$ cat config.mk
export PLATFORM = sky130hd
export DESIGN_NAME = uart_tx_serializer_flat
export DESIGN_NICKNAME = d
export VERILOG_FILES = /design/src/rtl/uart_pkg.sv /design/src/rtl/uart_tx_serializer_if.sv /design/src/rtl/uart_baud_tick.sv /design/src/rtl/uart_tx_serializer.sv /design/src/flat_wrapper.sv
export SDC_FILE = /design/constraint.sdc
export NUM_CORES = 1
export LEC_CHECK = 0
export CAP_MARGIN = 30
export CORE_ASPECT_RATIO = 1.25
export CORE_MARGIN = 2
export CORE_UTILIZATION = 30
export CTS_CLUSTER_DIAMETER = 80
export DETAILED_ROUTE_END_ITERATION = 8
export GPL_TIMING_DRIVEN = 0
export PLACE_DENSITY = 0.53
export SETUP_SLACK_MARGIN = 0.05
export SLEW_MARGIN = 20
export SYNTH_ARGS = -nofsm -noshare
export SYNTH_HDL_FRONTEND = slang
export SYNTH_SLANG_ARGS = --single-unit
$ cat constraint.sdc
create_clock -name clk -period 4.2 [get_ports clk]
set_input_delay 0.42 -clock clk [delete_from_list [all_inputs] [get_ports clk]]
set_output_delay 0.42 -clock clk [all_outputs]
set_load 0.005 [all_outputs]
$ cat src/rtl/uart_pkg.sv
// Shared UART definitions: frame state encoding and default bit timing.
package uart_pkg;

  localparam int unsigned CLKS_PER_BIT_DEFAULT = 868;
  localparam int unsigned DATA_BITS            = 8;

  typedef enum logic [2:0] {
    StIdle,
    StStart,
    StData,
    StParity,
    StStop
  } uart_state_e;

endpackage

$ cat src/rtl/uart_tx_serializer_if.sv
// Byte handshake between the APB/UART interface (master) and the transmit stage (slave).
interface uart_tx_serializer_if;
  import uart_pkg::*;

  logic                 tx_en;
  logic                 txStart;
  logic [DATA_BITS-1:0] txData;
  logic                 txDone;
  logic                 busy;

  modport master (
    output tx_en,
    output txStart,
    output txData,
    input  txDone,
    input  busy
  );

  modport slave (
    input  tx_en,
    input  txStart,
    input  txData,
    output txDone,
    output busy
  );

endinterface

$ cat src/rtl/uart_baud_tick.sv
// Bit-period counter: counts 0..CLKS_PER_BIT-1 while enabled, flags the last cycle of a bit.
module uart_baud_tick #(
  parameter int unsigned CLKS_PER_BIT = 4
) (
  input  logic clk,
  input  logic rst_n,
  input  logic en,
  input  logic clear,
  output logic bit_end
);

  localparam int unsigned CntW = $clog2(CLKS_PER_BIT);
  localparam logic [CntW-1:0] CntMax = CntW'(CLKS_PER_BIT - 1);

  logic [CntW-1:0] cnt_q, cnt_d;
  logic            wrap;

  assign wrap    = (cnt_q == CntMax);
  assign bit_end = en && !clear && wrap;

  // Next count: synchronous clear wins, otherwise wrap at the end of each bit.
  always_comb begin
    cnt_d = cnt_q;
    if (clear) begin
      cnt_d = '0;
    end else if (en) begin
      cnt_d = wrap ? '0 : cnt_q + CntW'(1);
    end
  end

  // Counter register.
  always_ff @(posedge clk or negedge rst_n) begin
    if (!rst_n) begin
      cnt_q <= '0;
    end else begin
      cnt_q <= cnt_d;
    end
  end

endmodule

$ cat src/rtl/uart_tx_serializer.sv
// UART transmit stage: start bit, 8 data bits LSB first, optional parity, 1 or 2 stop bits.
module uart_tx_serializer
  import uart_pkg::*;
#(
  parameter int unsigned CLKS_PER_BIT = CLKS_PER_BIT_DEFAULT,
  parameter int unsigned PARITY_EN    = 0,
  parameter int unsigned PARITY_ODD   = 0,
  parameter int unsigned STOP_BITS    = 1
) (
  input  logic                 clk,
  input  logic                 rst_n,
  uart_tx_serializer_if.slave  bus,
  output logic                 tx
);

  localparam int unsigned IdxW = $clog2(DATA_BITS);
  localparam logic [IdxW-1:0] LastIdx = IdxW'(DATA_BITS - 1);
  // Index of the final stop bit (0 for one stop bit, 1 for two).
  localparam logic LastStop = (STOP_BITS > 1);

  uart_state_e          state_q, state_d;
  logic [DATA_BITS-1:0] data_q, data_d;
  logic [IdxW-1:0]      bit_idx_q, bit_idx_d;
  logic                 stop_idx_q, stop_idx_d;
  logic                 start_q;
  logic                 accept;
  logic                 bit_end;
  logic                 parity;

  // Only a rising txStart seen in IDLE with the transmitter enabled starts a frame.
  assign accept    = (state_q == StIdle) && bus.tx_en && bus.txStart && !start_q;
  assign parity    = (PARITY_ODD != 0) ? ~^data_q : ^data_q;
  assign bus.busy  = (state_q != StIdle);

  uart_baud_tick #(
    .CLKS_PER_BIT(CLKS_PER_BIT)
  ) u_baud_tick (
    .clk    (clk),
    .rst_n  (rst_n),
    .en     (state_q != StIdle),
    .clear  (accept),
    .bit_end(bit_end)
  );

  // Frame sequencing, line level and end-of-frame pulse.
  always_comb begin
    state_d    = state_q;
    data_d     = data_q;
    bit_idx_d  = bit_idx_q;
    stop_idx_d = stop_idx_q;
    tx         = 1'b1;
    bus.txDone = 1'b0;
    unique case (state_q)
      StIdle: begin
        if (accept) begin
          state_d    = StStart;
          data_d     = bus.txData;
          bit_idx_d  = '0;
          stop_idx_d = 1'b0;
        end
      end
      StStart: begin
        tx = 1'b0;
        if (bit_end) state_d = StData;
      end
      StData: begin
        tx = data_q[bit_idx_q];
        if (bit_end) begin
          if (bit_idx_q == LastIdx) begin
            state_d = (PARITY_EN != 0) ? StParity : StStop;
          end else begin
            bit_idx_d = bit_idx_q + IdxW'(1);
          end
        end
      end
      StParity: begin
        tx = parity;
        if (bit_end) state_d = StStop;
      end
      StStop: begin
        if (bit_end) begin
          if (stop_idx_q == LastStop) begin
            bus.txDone = 1'b1;
            state_d    = StIdle;
          end else begin
            stop_idx_d = 1'b1;
          end
        end
      end
      default: state_d = StIdle;
    endcase
  end

  // State, latched byte and txStart edge-detect history.
  always_ff @(posedge clk or negedge rst_n) begin
    if (!rst_n) begin
      state_q    <= StIdle;
      data_q     <= '0;
      bit_idx_q  <= '0;
      stop_idx_q <= 1'b0;
      start_q    <= 1'b0;
    end else begin
      state_q    <= state_d;
      data_q     <= data_d;
      bit_idx_q  <= bit_idx_d;
      stop_idx_q <= stop_idx_d;
      start_q    <= bus.txStart;
    end
  end

endmodule

$ cat src/flat_wrapper.sv
// flat-port wrapper written by rule: the top's interface ports become plain ports
module uart_tx_serializer_flat import uart_pkg::*;
#(
  parameter int unsigned CLKS_PER_BIT = CLKS_PER_BIT_DEFAULT,
  parameter int unsigned PARITY_EN    = 0,
  parameter int unsigned PARITY_ODD   = 0,
  parameter int unsigned STOP_BITS    = 1
)
  (clk, rst_n, tx, bus_tx_en, bus_txStart, bus_txData, bus_txDone, bus_busy);
  uart_tx_serializer_if bus_i ();
  input  logic clk;
  input  logic rst_n;
  output logic tx;
  input wire logic [$bits(bus_i.tx_en)-1:0] bus_tx_en;
  input wire logic [$bits(bus_i.txStart)-1:0] bus_txStart;
  input wire logic [$bits(bus_i.txData)-1:0] bus_txData;
  output wire logic [$bits(bus_i.txDone)-1:0] bus_txDone;
  output wire logic [$bits(bus_i.busy)-1:0] bus_busy;
  assign bus_i.tx_en = bus_tx_en;
  assign bus_i.txStart = bus_txStart;
  assign bus_i.txData = bus_txData;
  assign bus_txDone = bus_i.txDone;
  assign bus_busy = bus_i.busy;
  uart_tx_serializer #(.CLKS_PER_BIT(CLKS_PER_BIT), .PARITY_EN(PARITY_EN), .PARITY_ODD(PARITY_ODD), .STOP_BITS(STOP_BITS)) u_core (.clk(clk), .rst_n(rst_n), .bus(bus_i), .tx(tx));
endmodule
==> out/metrics.cfg <==
[outcome]
run_status=complete, no violations

[clocking]
htreeDepth=1
insertion_delay_ns=0.27
clkTransAtPathRegs_ns=0.09
numCtsBuffers=3
cts_setup_buffers=0
cts_tree=built
clk_path_buf_depth=2
cts-root-buf=clkbuf_8
ctsResizeCount=0
cts_sinks=25
postCtsHoldBufs=0

[critical_path]
critPathCaptureType=output port
crit_fanout=3
critPathKind=flip-flop to output port
cp.arrival_ns=2.00
critical_path.startpoint_type=flip-flop
r2r_cells=6
critPathRequiredTime_ns=3.78

[sta]
slew_viol_final=0
maxSlewHeadroom=0.609
finalHoldViolations=0
period_minus_slack_ns=2.42
fmax_ghz=0.414
fin_setup_tns_ns=0
post-route-period-util=0.575
rsz0062_at_grt=false
setup_violations=0
finClkSkew_ns=0.00604
tightest_slew_ns=0.586

[logic_synthesis]
async_flop_share=1.00
syn_avg_cell_area_um2=9.58
ys.flop_type=dfrtp_1
ys_seq_area_frac=0.438
synth_warnings=0
syn_area_um2=1430
synthDistinctLibCells=45
synth_edf_count=0
synth_fp_nets=164
synth-seq-cells=25
synth_cells=149

[floorplan]
dieArea_um2=5330
fp-row-count=28
die-width_um=65.7
core_um2=4660
boundaryPins=15
die_h_um=81.1
start_util=0.306

[pwr]
p_int_uw=472
p_switching_uw=247
cellLeakagePower_nw=0.713
power.density_nw_per_um2=427
ir_drop_v=0.000209
pwr-share-clk=0.204
swShare=0.344
p_seq_frac=0.482
power_frac_comb=0.314

[placed_design]
placed_cells_incl_taps=223
dp_hpwl_mm=2.15
port_buffers=14
gp_congestion=0.769

[drt]
highest_layer=met4
firstDrtPassIters=4
detail-route-antenna-nets=0
wl_mm=2.88
drt-wirelength-per-cell_um=12.7
met1_length_mm=1.35
wl_met3_um=66
wl_met2_mm=1.42
dr_total_vias=1095
drc=0
drtIter0Drc=56
vias_per_cell=4.82

[global_route]
grt_usage=0.123
grt_start_max_net_pins=26
grt_pass1_wl_mm=5.14
grt_overflow=0
antenna_found_initial=0
grt_pass1_vias=1157

[final_layout]
layout.nets=183
ff_latch_area_um2=626
instances_no_fill=227
diodes=0
syn_to_final_growth_pct=18.0
multiInputGateArea_um2=749
drive_gt1_frac=0.120
n_fill_cell=480

[job]
cap_viol_max_count=0

[worst_hold_path]
min_path_type=primary input to asynchronous set/reset pin

## per-stage QoR
| step | util | total power [mW] | setup WS (ns) | hold slack (ns) | area (µm²) |
|---|---|---|---|---|---|
| finish | 0.361 | 0.719 | 1.78 | 0.134 | 1680 |
| floorplan | - | 0.507 | 2.66 | 0.124 | 1430 |
| global route | 0.361 | 0.776 | 1.61 | 0.174 | 1680 |
| detailed placement | 0.352 | 0.579 | 2.07 | 0.463 | 1640 |
| CTS | 0.361 | 0.729 | 1.75 | 0.162 | 1680 |
| global placement | 0.353 | 0.572 | 2.09 | 0.511 | 1640 |
## final timing paths
kind,start,endpoint,slack [ns]
max,u_core.data_q[5],tx,1.78
min,rst_n,u_core.data_q[7],0.13
max reg2reg,u_core.state_q[2],u_core.u_baud_tick.cnt_q[9],2.46
max in group asynchronous,rst_n,u_core.u_baud_tick.cnt_q[6],3.67
min in group clk,u_core.data_q[6],u_core.data_q[6],0.54
min reg2reg,u_core.data_q[6],u_core.data_q[6],0.54
## critical path: stages, from the launching register on
cell and delay, ns:
dfrtp_1 0.42, xnor2_1 0.20, xnor2_1 0.18, xnor2_1 0.10, a221oi_1 0.27, clkdlybuf4s50_1 0.55
## power groups by stage
| stage | registers, mW | clock network, mW | logic [mW] |
|---|---|---|---|
| floorplan | 0.336 | 0 | 0.171 |
| CTS | 0.347 | 0.153 | 0.229 |
| global route | 0.356 | 0.166 | 0.254 |
| finish | 0.346 | 0.147 | 0.226 |
| detailed placement | 0.351 | 0 | 0.228 |
| global placement | 0.347 | 0 | 0.225 |
## Yosys cell counts, drive strengths merged (3+ instances only)
| cell | n | area (µm²) |
|---|---|---|
| ha | 3 | 37.5 |
| a211oi | 3 | 27.5 |
| nand3 | 5 | 30.0 |
| a21oi | 5 | 25.0 |
| inv | 7 | 26.3 |
| dfrtp | 25 | 626 |
| buf | 3 | 22.5 |
| o21ai | 5 | 25.0 |
| nand4 | 3 | 25.0 |
| xnor2 | 12 | 105 |
| nand2 | 33 | 126 |
| nor2 | 14 | 60.1 |
| nor3 | 3 | 31.3 |
## layer usage
layer,up-vias,global-route usage
met5,-,0
met2,12,0.203
met4,0,0.0625
met3,4,0.0180
met1,522,0.157
li1,557,-
## cell families after synthesis
kind of cell	count (synthesis)	share of synthesized area
AND/OR/NAND/NOR	68	0.252
AO/OA/AOI/OAI	26	0.129
flip-flops	25	0.438
XOR/XNOR	13	0.0798
buffers and inverters	11	0.0368
multiplexers	3	0.0386
adder cells (fa/ha/maj)	3	0.0263
## layout by cell type, fill, tap and decap left out, types with 2 or more instances in the layout
cell type / instances
buf_4: 3
a31oi_1: 2
inv_1: 6
a21oi_1: 5
o21ai_0: 3
clkbuf_8: 3
o21ai_1: 2
mux4_2: 2
nand4_1: 2
nor2b_1: 2
nand2_1: 32
nor2_1: 13
ha_1: 3
a211o_1: 2
xnor2_1: 12
o2bb2ai_1: 2
a211oi_1: 2
clkdlybuf4s50_1: 13
nand3_1: 4
dfrtp_1: 25
## flip-flops by register name, summed over array words and instances, names as in the netlist
name,flops
u_core.u_baud_tick.cnt_q,10
u_core.data_q,8
u_core.bit_idx_q,3
u_core.state_q,3
u_core.start_q,1
## area by class of cell
type                            instances  share of cell area
Clock inverter                          1             0.00297
Buffer                                  4              0.0156
Tap cell                               60              0.0446
Timing Repair Buffer                   14              0.0802
Inverter                                7              0.0156
Multi-Input combinational cell        113               0.445
Clock buffer                            3              0.0245
Sequential cell                        25               0.371
Power figures use the tool's default switching activity.
